--- config.mk ---
export PLATFORM = sky130hd
export DESIGN_NAME = fft_rotr_addr_gen
export DESIGN_NICKNAME = d
export VERILOG_FILES = /design/src/rtl/fft_rotr_addr_gen.sv
export SDC_FILE = /design/constraint.sdc
export NUM_CORES = 1
export LEC_CHECK = 0
export CORE_MARGIN = 4
export CORE_UTILIZATION = 31
export DETAILED_ROUTE_END_ITERATION = 6
export PLACE_DENSITY = 0.55
export SYNTH_ARGS = -nofsm -noshare
export SYNTH_HDL_FRONTEND = slang
export SYNTH_SLANG_ARGS = --single-unit
--- constraint.sdc ---
create_clock -name clk -period 2.08 [get_ports clk]
set_clock_uncertainty 0.15 [all_clocks]
set_input_delay 0.416 -clock clk [delete_from_list [all_inputs] [get_ports clk]]
set_output_delay 0.416 -clock clk [all_outputs]
set_load 0.02 [all_outputs]
--- src/rtl/fft_rotr_addr_gen.sv ---
// Read-address generator for FFT rotate passes: each pass sweeps index 0..31 and emits it
// rotated right by the pass number. Define FFT_ROTR_BITREV_EN to append a bit-reversal pass.
module fft_rotr_addr_gen #(
    parameter int unsigned NUM_STAGES = 5
) (
    input  logic       clk,
    input  logic       clr,
    input  logic       start,
    input  logic       out_ready,
    output logic       out_valid,
    output logic [4:0] addr,
    output logic [2:0] stage,
    output logic       busy,
    output logic       done
);

`ifdef FFT_ROTR_BITREV_EN
    localparam int unsigned LastStage = NUM_STAGES;
`else
    localparam int unsigned LastStage = NUM_STAGES - 1;
`endif
    localparam logic [2:0] LastStageW = 3'(LastStage);

    typedef enum logic [0:0] {StIdle, StRun} state_e;

    // Power-up values keep every output at its reset value before the first edge.
    state_e     state_q = StIdle;
    logic [4:0] idx_q   = '0;
    logic [2:0] stage_q = '0;
    logic [4:0] addr_q  = '0;
    logic       valid_q = 1'b0;
    logic       done_q  = 1'b0;

    state_e     state_d;
    logic [4:0] idx_d;
    logic [2:0] stage_d;
    logic [4:0] addr_d;
    logic       valid_d;
    logic       done_d;

    function automatic logic [4:0] map_addr(input logic [4:0] idx, input logic [2:0] stg);
        logic [9:0] dbl;
        logic [4:0] res;
        dbl = {idx, idx} >> stg;
        res = dbl[4:0];
`ifdef FFT_ROTR_BITREV_EN
        if (stg == LastStageW) begin
            for (int k = 0; k < 5; k++) begin
                res[k] = idx[4-k];
            end
        end
`endif
        return res;
    endfunction

    always_comb begin
        state_d = state_q;
        idx_d   = idx_q;
        stage_d = stage_q;
        done_d  = 1'b0;
        unique case (state_q)
            StIdle: begin
                if (start) begin
                    state_d = StRun;
                    idx_d   = '0;
                    stage_d = '0;
                end
            end
            StRun: begin
                if (out_ready) begin
                    if (idx_q == 5'd31) begin
                        idx_d = '0;
                        if (stage_q == LastStageW) begin
                            state_d = StIdle;
                            stage_d = '0;
                            done_d  = 1'b1;
                        end else begin
                            stage_d = stage_q + 3'd1;
                        end
                    end else begin
                        idx_d = idx_q + 5'd1;
                    end
                end
            end
            default: state_d = StIdle;
        endcase
        valid_d = (state_d == StRun);
        // Address is computed from the next index so it is registered alongside it.
        addr_d  = valid_d ? map_addr(idx_d, stage_d) : 5'd0;
    end

    always_ff @(posedge clk) begin
        if (clr) begin
            state_q <= StIdle;
            idx_q   <= '0;
            stage_q <= '0;
            addr_q  <= '0;
            valid_q <= 1'b0;
            done_q  <= 1'b0;
        end else begin
            state_q <= state_d;
            idx_q   <= idx_d;
            stage_q <= stage_d;
            addr_q  <= addr_d;
            valid_q <= valid_d;
            done_q  <= done_d;
        end
    end

    assign out_valid = valid_q;
    assign addr      = addr_q;
    assign stage     = stage_q;
    assign busy      = (state_q == StRun);
    assign done      = done_q;

endmodule

After elaboration in Yosys (flattened, before gate mapping). Index checks and enable logic that the tools add are counted.

Add/sub/neg operators: 2. Equal/unequal tests: 2. Shift-type cells: 1. Muxes and demuxes: 15. Bitwise logic cells: 4. Reductions and logical operators: 2.

Operator list (count): $mux 5 (3); $mux 3 (4); $pmux 5 s2 (1); $shr 10x3->5 (1); $pmux 3 s2 (1); $add 5x1->5 const B (1); $eq 5x5->1 const B (1); $mux 1 (5); $not 1->1 (4); $reduce_or 4->1 (1); $add 3x1->3 const B (1); $eq 3x3->1 const B (1); $pmux 1 s2 (1); $reduce_or 2->1 (1).

Register bits: 15. Input port bits: 4. Output and inout bits: 11. Word-level logic and storage cells: 31.

Longest topological paths before layout.
Depth in word-level cells: 7. Gate-level depth with buffers: 10. Gate-level depth less buffers: 9.

Worst setup path before layout. No wires, ideal clock.

Path kind: reg-to-reg. From: register idx_q[0]. To: register addr_q[3] (netlist: addr[3]). Setup time: 0.144 ns. Data arrival time: 1.898 ns. Required time: 1.786 ns. Path slack: -0.112 ns. Cell stages (with the launch flop): 10. Path buffers: 0. Period minus slack after synthesis: 2.192 ns. Cells stage by stage: dfxtp_1 -> ha_1 -> and3_1 -> ha_1 -> mux2_1 -> a22oi_1 -> o21a_1 -> a211oi_1 -> a21oi_1 -> a211oi_2.

Cells in the longest elaborated chain, start to end: 6. Elaborated cells on any way between the ends: 15. Those cells by class: add/sub: 1; eq/ne: 1; shift: 1; mux: 10; bitwise: 1; reduce/logical: 1.

Ends and longest elaborated chain: start: declaration (line 28) `logic [4:0] idx_q = '0;`; start signal: assignment (line 102) `idx_q <= idx_d;`; branches (longest 6 deep; another with $add 5x1->5); end signal: assignment (line 104) `addr_q <= addr_d;`; end: declaration (line 30) `logic [4:0] addr_q = '0;`.

Parallel ways; which one is timed is not known. A chain may end at the register's enable or synchronous reset.

Final worst setup path. Ends and elaborated chain as after synthesis.

==> metrics <==
status=complete, but fails checks; failing checks=setup timing; critical path fanouts, max=7; Sink Count=15; vias per std cell=5.21; CTS tree=yes; final WL=2.28 mm; vias in the first global route=825; Starting Density=0.332; largest net degree at the start of global routing=13; DP Cell Count=158; initial antenna violation count=0; Rel. slew slack=0.738; global-route wire length before repair=3.75 mm; Iteration-0 DRC Markers=27; worst path required time=2150 ps; hold path startpoint=stage[2]$_SDFF_PP0_; Worst-Margin Slew=392 ps; I/O Pins=15; CP Capture Type=flip-flop; critical-path cell list=ha_4 -> and3_4 -> ha_4 -> and2_4 -> and4_4 -> nor2_8 -> mux2i_2 -> a21oi_2 -> a211oi_2; Inserted Clock Buffers=3; Top FF cell, synth=dfxtp_1; r2r setup slk=-100 ps; HPWL after DPL=1.70 mm; Startpoint Class=flip-flop; Power Density=387 nW/um2; Arr. time, crit path=2250 ps; CP max stage cell=dfxtp_2; Max VDD drop=0.000262 V; pre-CTS WS=-400 ps; min Tclk post-route=2180 ps; #FFs+latches synth=15; full die area=3940 um2; register area share after synthesis=0.323; worst r2r dst=addr[3]$_SDFF_PP0_; Clk Latency, worst-skew pair=290 ps; endpoints failing hold=0; MaxCap Viol Count=0; drt drc=0; Slew Viols, Final=0; routed vias=870; Non-Filler Instances=167; NumNets Final=146; final core occ=0.497; routing usage on met3=0.0342; Final setup viols=5; Die X=62.8 um; port bufs=14; proportion of layout cells with a drive suffix above 1=0.441; Leak=0.551 nW; GR Util All Layers=0.118; Crit path largest cell delay=350 ps; M2 GR Usage=0.193; met1 Use GR=0.144; total grt overflow=0; ant diodes=0; Tcrit/Tclk final=1.05; cts hold-fix bufs=0; max frequency=0.458 GHz; Worst Setup Path Type=flip-flop to flip-flop; drt wl/cell=13.6 um; post-synth net total=107; Final ANT Viol Nets=0; reg2reg start=idx_q[0]$_SDFF_PP0_; Syn Inst Count=98; H-tree Lvls=1; Mean Syn Cell Area=9.50 um2; gpl congestion=0.809; Clock Path Buffers=2; reg2reg path depth=9; synthesized area=931 um2; EDFF count, synth=0; clock-pin slew on the worst setup and hold paths=100 ps; Core Area=2810 um2; Synth cell types=40; Pre-antenna DRT Iters=4; clock root cell=clkbuf_4; worst setup margin=-105 ps; RSZ-0062 raised after global routing=true; synth warn=0; most used routing layer=met2; Hold EP=done$_SDFF_PP0_; most used cell, CP=ha_4; FP Rows=19; Area growth, synth to finish=49.9%; Hold Path Class=flip-flop to flip-flop; hold path cells=2; Async SR Flop Fraction=0; Die H=62.8 um
==> critical path: cells and delay by family (launching register included) <==
kind	cells	cell delay (ps)
and+or+nand+nor	4	690
DFF	1	350
adders and majority gates	2	310
muxes	1	300
AOI/OAI and AO/OA	2	290
==> state kept, by name (all words and copies together) (netlist names) <==
name and flops:
addr 5, idx_q 5, stage 3, done 1, out_valid 1
==> cell type report <==
cell class	count	area (um2)
timing repair buffer	39	330
sequential	15	304
fill	272	1410
multi-input combinational	74	679
clock buffer	3	22.5
inverter	4	15.0
tap	31	38.8
clock inverter	1	5.00
==> synth_stat cells (3+ instances only) <==
| master | number | area [um2] |
|---|---|---|
| o22ai_1 | 3 | 18.8 |
| ha_1 | 5 | 62.6 |
| nand2_1 | 5 | 18.8 |
| buf_6 | 3 | 33.8 |
| a21oi_1 | 4 | 20.0 |
| inv_1 | 4 | 15.0 |
| mux2i_1 | 6 | 60.1 |
| a22oi_1 | 4 | 30.0 |
| dfxtp_1 | 15 | 300 |
| nor2_1 | 11 | 41.3 |
==> per-layer routing <==
| layer | vias to the layer above | wire [um] |
|---|---|---|
| met2 | 15 | 1130 |
| li1 | 435 | - |
| met4 | 0 | 53 |
| met5 | - | 0 |
| met1 | 413 | 1010 |
| met3 | 7 | 78 |
==> worst max path at each step <==
| stage | from | to | slack, ps | depth (start not counted) |
|---|---|---|---|---|
| final | idx_q[0]$_SDFF_PP0_ | addr[3]$_SDFF_PP0_ | -100 | 9 |
| after global routing | idx_q[0]$_SDFF_PP0_ | addr[4]$_SDFF_PP0_ | -180 | 11 |
| after CTS | idx_q[0]$_SDFF_PP0_ | addr[3]$_SDFF_PP0_ | -90 | 9 |
| after detailed placement | out_ready | addr[1]$_SDFF_PP0_ | -400 | 7 |
| after global placement | out_ready | addr[3]$_SDFF_PP0_ | -390 | 8 |
| after floorplan | idx_q[0]$_SDFF_PP0_ | addr[3]$_SDFF_PP0_ | 10 | 9 |
==> timing repair <==
item	4_1_cts	5_1_grt
setup endpoints to repair	7	6
pin swaps	8	2
gates resized for setup	12	4
setup buffers	4	1
==> logic make-up after synthesis <==
group | after synthesis | synth area share
flip-flops | 15 | 0.323
XOR/XNOR | 1 | 0.00941
AO/OA/AOI/OAI | 24 | 0.206
multiplexers | 10 | 0.116
AND/OR/NAND/NOR | 34 | 0.215
buffers and inverters | 9 | 0.0645
adder cells (fa/ha/maj) | 5 | 0.0672
==> where the power goes <==
part | internal [mW] | switching, mW
combinational | 0.0337 | 0.0365
clock | 0.0716 | 0.100
sequential | 0.291 | 0.00688
total | 0.397 | 0.144
==> through the flow <==
stage / total power [mW] / setup TNS, ps / area [um2] / hold slack [ps]
after floorplan: 0.341 / 0 / 962 / 417
after global placement: 0.369 / -2050 / 1250 / 411
after detailed placement: 0.369 / -2040 / 1250 / 409
after CTS: 0.547 / -305 / 1370 / 413
after global routing: 0.566 / -931 / 1400 / 452
final: 0.540 / -383 / 1400 / 417
==> placed cells by master (no fill, tap or decap), types with 3 or more instances in the layout <==
| cell type | netlist | layout |
|---|---|---|
| clkdlybuf4s50_1 | 0 | 13 |
| inv_1 | 4 | 4 |
| clkbuf_4 | 0 | 3 |
| ha_4 | 0 | 3 |
| a22oi_2 | 0 | 3 |
| buf_4 | 1 | 25 |
| dfxtp_1 | 15 | 12 |
| nand2_1 | 5 | 5 |
| a21oi_1 | 4 | 3 |
| nor2_1 | 11 | 11 |
| dfxtp_2 | 0 | 3 |
| mux2i_1 | 6 | 3 |
| o22ai_1 | 3 | 3 |
| mux2i_2 | 1 | 3 |
Power figures use the tool's default switching activity.
==> patch, RTL diff (config.mk and constraints unchanged) <==
Build with the macro `FFT_ROTR_BITREV_EN` defined.
--- a/src/rtl/fft_rotr_addr_gen.sv
+++ b/src/rtl/fft_rotr_addr_gen.sv
@@ -2,2 +2,4 @@
 // rotated right by the pass number. Define FFT_ROTR_BITREV_EN to append a bit-reversal pass.
+`define FFT_ROTR_BITREV_EN
+
 module fft_rotr_addr_gen #(
Check against the original RTL: no difference found for any inputs over 10 cycles, from zero or initial values; that may be too few to reach the edited logic, so the function may still have changed.
==> patch against the original RTL <==
The run still ends with negative setup slack left; synthesized cell count is 23% higher; cell area increased by 27%; highest routed layer unchanged; power rose by 5.2%; sequential power decreased by 1%; clock power grew 5%; sequential cell count did not move; area after synthesis rose by 7.4%; worst setup slack worse by 0.15 ns; wire length increased by 45%; combinational power increased by 33%.
==> patch: results <==
export IMPL_status="finished with violations"
export IMPL_failed_checks="negative setup slack"
export IMPL_peakVddDrop_uv=171
export IMPL_dp_final_hpwl_um=2350
export IMPL_ys_top_cells_by_count="dfxtp_1 (15), nor2_1 (14), a21oi_1 (6), nand2_1 (6)"
export IMPL_synth_xor_area_share_pct=0.876
export IMPL_met1_length_um=1520
export IMPL_fin_ws_ns=-0.257
export IMPL_synth_compound_area_share_pct=28.7
export IMPL_ys_seq_area_share_pct=30.0
export IMPL_muxShareOfSynthArea_pct=7.76
export IMPL_yosys_top_cells_area="dfxtp_1 (30%), nor2_1 (5.3%), mux2i_1 (4.0%)"
export IMPL_grt_pass1_vias=1122
export IMPL_layout_nets=187
export IMPL_cts_max_path_buffers=2
export IMPL_grtUsageMet1_pct=21.7
export IMPL_syn_avg_cell_area_sq_um=8.26
export IMPL_dpl_worst_slack_ns=-0.503
export IMPL_grt_max_degree=12
export IMPL_use_met3_pct=3.47
export IMPL_wl_per_cell_um=14.8
export IMPL_first_iter_violations=51
export IMPL_min_delay_start="stage[1]"
export IMPL_grt_use_met2_pct=26.4
export IMPL_maxSlewHeadroom_pct=76.6
export IMPL_wl_met2_um=1620
export IMPL_dpl_cell_area_sq_um=1550
export IMPL_vias=1153
export IMPL_finalSetupViolations=5
export IMPL_dp_cells=211
export IMPL_wl_met3_um=125
export IMPL_path_max_fanout=5
export IMPL_critPathTopFamily="compound AO/OA/AOI/OAI gates"
export IMPL_synth_fp_nets=127
export IMPL_synth_cell_types=47
export IMPL_synthAdderAreaFrac_pct=2.50
export IMPL_grt_first_pass_wirelength_um=5440
export IMPL_stdcell_count=224
export IMPL_htreeDepth=1
export IMPL_place_congestion=0.904
export IMPL_power_leakage_nw=0.731
export IMPL_cpPeakStageDelay_ns=0.35
export IMPL_setup_tns_ns=-1.11
export IMPL_grt_usage_pct=16.7
export IMPL_drive_gt1_share_pct=48.9
patch: path summary, 6_finish.rpt:
| path | end | slack, ns | cells past startpoint |
|---|---|---|---|
| max | addr[2] | -0.26 | 11 |
| min | done | 0.60 | 3 |
| max reg2reg | addr[2] | -0.26 | 11 |
| min reg2reg | done | 0.60 | 3 |
patch: power breakdown:
group / switching, W / internal, W / total [W]
Combinational: 0.0000484 / 0.0000449 / 0.0000933
Sequential: 0.00000285 / 0.000291 / 0.000294
Clock: 0.000106 / 0.0000748 / 0.000181
patch: area by class of cell:
class,count,area (sq um)
inverters,5,18.8
well taps,44,55.1
fillers,282,1310
repair buffers,64,566
clock buffers,4,26.3
multi-input cells,92,798
flip-flops and latches,15,305
patch: timing repair:
item	in CTS	in global routing
resized for setup	18	11
pin swaps	13	5
endpoints found under the setup margin	5	7
setup buffers	3	6
patch: cells by family after synthesis:
group | count (synthesis)
buf+inv | 14
fa+ha+maj | 2
flops | 15
compound gates | 38
mux | 7
xor+xnor | 1
simple gates | 44
